### src/rtl/cdb_arbiter_pkg.sv
// Shared backend types for the common data bus.
//   ROB_IDX / PRF_IDX : ROB and physical register index widths
//   CDB_WIDTH         : number of CDB broadcast slots
//   cdb_pkt_t         : one writeback result as broadcast on the CDB
package cdb_arbiter_pkg;

    localparam int ROB_IDX   = 6;
    localparam int PRF_IDX   = 7;
    localparam int CDB_WIDTH = 2;

    typedef struct packed {
        logic [ROB_IDX-1:0] rob_id;
        logic [PRF_IDX-1:0] rd_phy;
        logic [4:0]         rd_arch;
        logic [31:0]        rd_value;
    } cdb_pkt_t;

endpackage

### src/rtl/cdb_arbiter_rr_select.sv
// Combinational round-robin pick of up to NUM_CDB requesters.
// Scans from rr_ptr_i upward with wrap-around and takes the first NUM_CDB
// valid requesters; the j-th one found is routed to slot j.
//   req_valid_i  : requester valid vector
//   rr_ptr_i     : highest-priority requester index
//   grant_o      : one bit per granted requester
//   slot_valid_o : slot k has a winner
//   slot_idx_o   : requester index feeding slot k
//   any_grant_o  : at least one grant
//   last_idx_o   : index of the last grant in scan order
module cdb_arbiter_rr_select
    import cdb_arbiter_pkg::*;
#(
    parameter int NUM_REQ = 4,
    parameter int NUM_CDB = CDB_WIDTH,
    parameter int PTR_W   = (NUM_REQ > 1) ? $clog2(NUM_REQ) : 1
) (
    input  logic [NUM_REQ-1:0]              req_valid_i,
    input  logic [PTR_W-1:0]                rr_ptr_i,
    output logic [NUM_REQ-1:0]              grant_o,
    output logic [NUM_CDB-1:0]              slot_valid_o,
    output logic [NUM_CDB-1:0][PTR_W-1:0]   slot_idx_o,
    output logic                            any_grant_o,
    output logic [PTR_W-1:0]                last_idx_o
);

    logic [PTR_W:0]   idx_wide;
    logic [PTR_W-1:0] idx;
    int               cnt;

    always_comb begin
        grant_o      = '0;
        slot_valid_o = '0;
        slot_idx_o   = '0;
        any_grant_o  = 1'b0;
        last_idx_o   = '0;
        idx_wide     = '0;
        idx          = '0;
        cnt          = 0;
        for (int off = 0; off < NUM_REQ; off++) begin
            // Explicit wrap so a non-power-of-two NUM_REQ still scans correctly.
            idx_wide = {1'b0, rr_ptr_i} + (PTR_W+1)'(off);
            if (idx_wide >= (PTR_W+1)'(NUM_REQ)) begin
                idx_wide = idx_wide - (PTR_W+1)'(NUM_REQ);
            end
            idx = idx_wide[PTR_W-1:0];
            if (req_valid_i[idx] && (cnt < NUM_CDB)) begin
                grant_o[idx] = 1'b1;
                for (int k = 0; k < NUM_CDB; k++) begin
                    if (k == cnt) begin
                        slot_valid_o[k] = 1'b1;
                        slot_idx_o[k]   = idx;
                    end
                end
                any_grant_o = 1'b1;
                last_idx_o  = idx;
                cnt         = cnt + 1;
            end
        end
    end

endmodule

### src/rtl/cdb_arbiter.sv
// CDB arbiter: grants up to NUM_CDB writeback requesters per cycle in
// round-robin order and registers the winners onto the CDB slots.
//   clk_i, rst_i     : clock, asynchronous active-high reset
//   backend_flush_i  : kills this cycle's grants and clears the bus
//   req_valid_i      : requester holds a completed result
//   req_ready_o      : requester granted this cycle (combinational)
//   req_data_i       : requester payloads
//   cdb_valid_o      : slot broadcasts this cycle
//   cdb_data_o       : slot payloads
module cdb_arbiter
    import cdb_arbiter_pkg::*;
#(
    parameter int NUM_REQ = 4,
    parameter int NUM_CDB = CDB_WIDTH
) (
    input  logic                        clk_i,
    input  logic                        rst_i,
    input  logic                        backend_flush_i,
    input  logic     [NUM_REQ-1:0]      req_valid_i,
    output logic     [NUM_REQ-1:0]      req_ready_o,
    input  cdb_pkt_t [NUM_REQ-1:0]      req_data_i,
    output logic     [NUM_CDB-1:0]      cdb_valid_o,
    output cdb_pkt_t [NUM_CDB-1:0]      cdb_data_o
);

    localparam int PTR_W = (NUM_REQ > 1) ? $clog2(NUM_REQ) : 1;

    logic [PTR_W-1:0]               rr_ptr_q, rr_ptr_d;
    logic [NUM_CDB-1:0]             cdb_valid_q, cdb_valid_d;
    cdb_pkt_t [NUM_CDB-1:0]         cdb_data_q, cdb_data_d;

    logic [NUM_REQ-1:0]             grant;
    logic [NUM_CDB-1:0]             slot_valid;
    logic [NUM_CDB-1:0][PTR_W-1:0]  slot_idx;
    logic                           any_grant;
    logic [PTR_W-1:0]               last_idx;
    logic [PTR_W:0]                 ptr_next;

    cdb_arbiter_rr_select #(
        .NUM_REQ (NUM_REQ),
        .NUM_CDB (NUM_CDB),
        .PTR_W   (PTR_W)
    ) u_rr_select (
        .req_valid_i  (req_valid_i),
        .rr_ptr_i     (rr_ptr_q),
        .grant_o      (grant),
        .slot_valid_o (slot_valid),
        .slot_idx_o   (slot_idx),
        .any_grant_o  (any_grant),
        .last_idx_o   (last_idx)
    );

    // Reset forces ready low as well, so no requester retires a result
    // into a bus that is being cleared.
    assign req_ready_o = (backend_flush_i || rst_i) ? '0 : grant;

    always_comb begin
        ptr_next = {1'b0, last_idx} + (PTR_W+1)'(1);
        if (ptr_next >= (PTR_W+1)'(NUM_REQ)) begin
            ptr_next = '0;
        end
        rr_ptr_d = rr_ptr_q;
        if (backend_flush_i) begin
            rr_ptr_d = '0;
        end else if (any_grant) begin
            rr_ptr_d = ptr_next[PTR_W-1:0];
        end
    end

    // Unused slots drop valid but keep stale data to avoid needless toggling.
    always_comb begin
        cdb_valid_d = '0;
        cdb_data_d  = cdb_data_q;
        for (int k = 0; k < NUM_CDB; k++) begin
            if (slot_valid[k] && !backend_flush_i) begin
                cdb_valid_d[k] = 1'b1;
                cdb_data_d[k]  = req_data_i[slot_idx[k]];
            end
        end
    end

    always_ff @(posedge clk_i or posedge rst_i) begin
        if (rst_i) begin
            rr_ptr_q    <= '0;
            cdb_valid_q <= '0;
            cdb_data_q  <= '0;
        end else begin
            rr_ptr_q    <= rr_ptr_d;
            cdb_valid_q <= cdb_valid_d;
            cdb_data_q  <= cdb_data_d;
        end
    end

    assign cdb_valid_o = cdb_valid_q;
    assign cdb_data_o  = cdb_data_q;

endmodule

### config.mk
export PLATFORM = sky130hd
export DESIGN_NAME = cdb_arbiter
export DESIGN_NICKNAME = d
export VERILOG_FILES = /design/src/rtl/cdb_arbiter_pkg.sv /design/src/rtl/cdb_arbiter_rr_select.sv /design/src/rtl/cdb_arbiter.sv
export SDC_FILE = /design/constraint.sdc
export NUM_CORES = 1
export LEC_CHECK = 0
export ABC_AREA = 1
export CORE_ASPECT_RATIO = 1.75
export CORE_UTILIZATION = 45
export DETAILED_ROUTE_END_ITERATION = 16
export PLACE_DENSITY = 0.79
export RECOVER_POWER = 100
export SYNTH_ARGS = -nofsm -noshare
export SYNTH_HDL_FRONTEND = slang
export SYNTH_SLANG_ARGS = --single-unit
### constraint.sdc
create_clock -name clk_i -period 7.9 [get_ports clk_i]
set_input_delay 1.58 -clock clk_i [delete_from_list [all_inputs] [get_ports clk_i]]
set_output_delay 1.58 -clock clk_i [all_outputs]
set_load 0.01 [all_outputs]
==> results.txt <==
* Outcome: finished, violations left
- Violated checks: capacitance limit, slew limit
* Final worst clock skew: 0.0103 ns
- After filler insertion, the fill cell instance count of the layout stands at 1908.
* Fraction of registers with async set/reset: 100%
- In this run the tightest slew margin relative to its limit is -125%.
- CTS built an H-tree with a depth of 3.
* I/O Pins: 313
- Tot GR Track Use: 34.8%
- Chip width: about 110 µm
- Buffers inserted during clock tree synthesis total 9.
- Tightest Pin Transition: about 3.4 ns
- Shortest period the worst path allows: 6.94 ns
- Post-CTS repair timing setup buffer count: 0
- Once detailed placement completed, the half-perimeter wirelength came to 24000 µm.
* Kind of path behind the tightest hold check: reg -> reg
- Element type at the critical path end: output pin
- The final layout contains 2008 nets.
- The worst register-to-register path begins at rr_ptr_q[0].
- The worst hold path passes through 2 cells.
- The floorplan step defined a die boundary enclosing 21100 µm².
- Via count of the first global-routing pass: 11000
* Crit path required time: about 6.3 ns
* Via total after detailed routing: 11400
- Initial core utilization: between 40% and 50%
- Crit Path Category: in -> out
- Cell types with the highest counts after synthesis: sky130_fd_sc_hd__nand2_1 (651), sky130_fd_sc_hd__nand3_1 (410), sky130_fd_sc_hd__inv_1 (223)
* Layout cells sized above 1: 2.84%
- For the worst setup path, the data arrival time is 5.36 ns.
- The most used flip-flop cell after synthesis is sky130_fd_sc_hd__dfrtp_1.
* Count of flip-flops with a built-in enable after synthesis: 0
- Sorting the synthesized cells by area gives the leading types as sky130_fd_sc_hd__dfrtp_1 (28%), sky130_fd_sc_hd__nand2_1 (26%), sky130_fd_sc_hd__nand3_1 (22%).
- When the netlist entered floorplanning its net count stood at 1780.
- Clock network latency to the later pin of the worst-skew pair: 0.36 ns
- Reg2Reg Capture Point: cdb_data_o[65]
* Slew Viols, Final: 210
- Sinks on Clock Net: 104
* Fmax achieved: ~140 MHz
- Drt wl/cell: 17.9 µm
* Hold path start: cdb_data_o[13]
- The area growth from synthesis to layout is 33.4%.
- The count of nets left with antenna violations once routing finished came out at 0.
* Detailed Routing Iterations Pass 1: 6
- Nature of the critical path startpoint: primary input
- Max-cap check violation count: 3
* Wire length of the first global-routing pass: between 50000 and 60000 µm
* Slack of the worst reg-to-reg path: 1.52 ns
- Mean instance size in the synthesized netlist: 5.93 µm²
- Leaving out filler cells and counting taps, the final layout contains 2044.
- Yosys instantiated no cell more often than sky130_fd_sc_hd__nand2_1.
- Vias per Instance: roughly 5.6
* Clk Tree Root Cell: sky130_fd_sc_hd__clkbuf_16
- Overflow left after global routing: 0
- Largest area contributor in the synthesized netlist: sky130_fd_sc_hd__dfrtp_1
* Syn Std Cell Area: 9250 µm²
- The clock passes through at most 2 buffers.
* Final sum of negative setup slack: 0 ns
- Capture endpoint of the worst hold path: cdb_data_o[13]
* Synthesis Warnings: 0
- The share of synthesized area in the top cell type comes to between 20% and 30%.
- Detailed Route Iter0 Violations: roughly 1200
- Unrepaired setup endpoints after global routing: no
- WL final: 36600 µm
- Largest net degree at the start of global routing: 101
- In the routed design, unresolved DRC markers number 0.
- The congestion estimate from routability-driven global placement came to slightly above 0.9.
* Post-route fraction of the period consumed by the critical path: 87.9%
* Post-cts resize count: 0
- The number of hold violations in the final report is 0.
- Placed cell count: 2025
- From bottom edge to top edge, the die measures 192 µm.
* Cells after Synth: 1560
- The netlist uses 28 different library cells.
- Worst Hold Slack: 0.477 ns
- The floorplan step defined a core boundary enclosing 20200 µm².
- In this run, post-CTS hold repair placed 0 buffers.
* Number of setup violations in the final report: 0
* Number of rows in the core area: 69
- Sequential cells were found to cover 28.1% of the synthesized design area.
- CTS clk-pin slew, worst paths: roughly 0.080 ns
- R2R cell count: 17
- Post-synthesis sequential element count: 104
* Number of buffers added on ports: 312
- Number of antenna violations at the first check in global routing: 2
- Along the worst path, the maximum fanout reaches 14.
* Clock tree from TritonCTS: built
[worst max-delay path, stage by stage]
cell and delay, ns:
sky130_fd_sc_hd__dlygate4sd3_1 0.58, sky130_fd_sc_hd__nand2_1 0.10, sky130_fd_sc_hd__nand2_1 0.09, sky130_fd_sc_hd__nand2_1 0.09
sky130_fd_sc_hd__nand2_1 0.15, sky130_fd_sc_hd__ha_1 0.23, sky130_fd_sc_hd__inv_1 0.15, sky130_fd_sc_hd__nand3_1 0.42
sky130_fd_sc_hd__fa_1 0.56, sky130_fd_sc_hd__nand3_1 0.29, sky130_fd_sc_hd__inv_1 0.14, sky130_fd_sc_hd__a221oi_1 0.30
sky130_fd_sc_hd__nor2_1 0.06, sky130_fd_sc_hd__dlygate4sd3_1 0.60
[stage by stage]
| step | area (µm²) | setup slack [ns] | utilization, % |
|---|---|---|---|
| final | 12300 | 0.955 | 61.0 |
| after global routing | 12300 | 0.671 | 61.0 |
| after CTS | 12400 | 1.58 | 61.2 |
| after detailed placement | 12100 | 1.59 | 59.7 |
| after global placement | 12100 | 1.63 | 59.7 |
| after floorplan | 9250 | 1.91 | - |
[flip-flops by register name, indices dropped and copies added, names as in the netlist]
name,cells
cdb_valid_o,2
rr_ptr_q,2
cdb_data_o,100
[routing by layer]
| layer | routed length, µm | share of wire, % | global-route usage (%) | vias up |
|---|---|---|---|---|
| li1 | - | - | - | 5295 |
| met1 | 12800 | 35 | 38.9 | 5170 |
| met2 | 17100 | 47 | 57.3 | 788 |
| met3 | 3630 | 9.9 | 6.18 | 185 |
| met4 | 3020 | 8.3 | 27.1 | 0 |
| met5 | 0 | 0 | 0 | - |
[worst max path at each step]
| stage | start | end | slack (ns) |
|---|---|---|---|
| global route | req_valid_i[1] | req_ready_o[0] | 0.67 |
| global placement | req_valid_i[2] | req_ready_o[3] | 1.63 |
| detailed placement | req_valid_i[2] | req_ready_o[3] | 1.59 |
| floorplan | rst_i | req_ready_o[0] | 1.91 |
| CTS | req_valid_i[1] | req_ready_o[3] | 1.58 |
| finish | req_valid_i[1] | req_ready_o[2] | 0.96 |
[cells by family (layout without fill, tap and decap cells)]
kind of cell | count (synthesis) | in the layout | share of synthesized area (%)
and+or+nand+nor | 1089 | 1089 | 50.8
DFF | 104 | 104 | 28.1
AOI/OAI and AO/OA | 17 | 17 | 1.31
adders and majority gates | 13 | 13 | 1.84
buffers and inverters | 336 | 569 | 17.9
other | 0 | 3 | 0
xor gates and xnor gates | 1 | 1 | 0.0948
[layout by cell type, fill, tap and decap left out, drive strengths merged]
cell	netlist	final
a21oi	2	2
inv	229	232
fa	1	1
clkinvlp	0	1
nand4	4	4
o22ai	5	5
bufinv	0	1
nand2	657	657
dfrtp	104	104
a221oi	4	4
buf	89	11
o21ai	6	6
dlygate4sd3	0	108
diode	0	3
nor2	11	11
nand3b	1	1
clkdlybuf4s50	0	204
clkbuf	18	10
clkinv	0	2
nand3	416	416
ha	12	12
xnor2	1	1
[layout make-up]
class,instances,area (µm²),area share [%]
well taps,248,310,2.52
flip-flops and latches,104,2600,21.1
repair buffers,324,3210,26.0
clock inverters,7,86.3,0.700
clock buffers,9,225,1.83
inverters,229,865,7.01
multi-input cells,1120,5030,40.8
diodes,3,7.51,0.0609
Power is not shown: default switching activity piles up to over one toggle a cycle in this logic, so the estimate is an artifact.
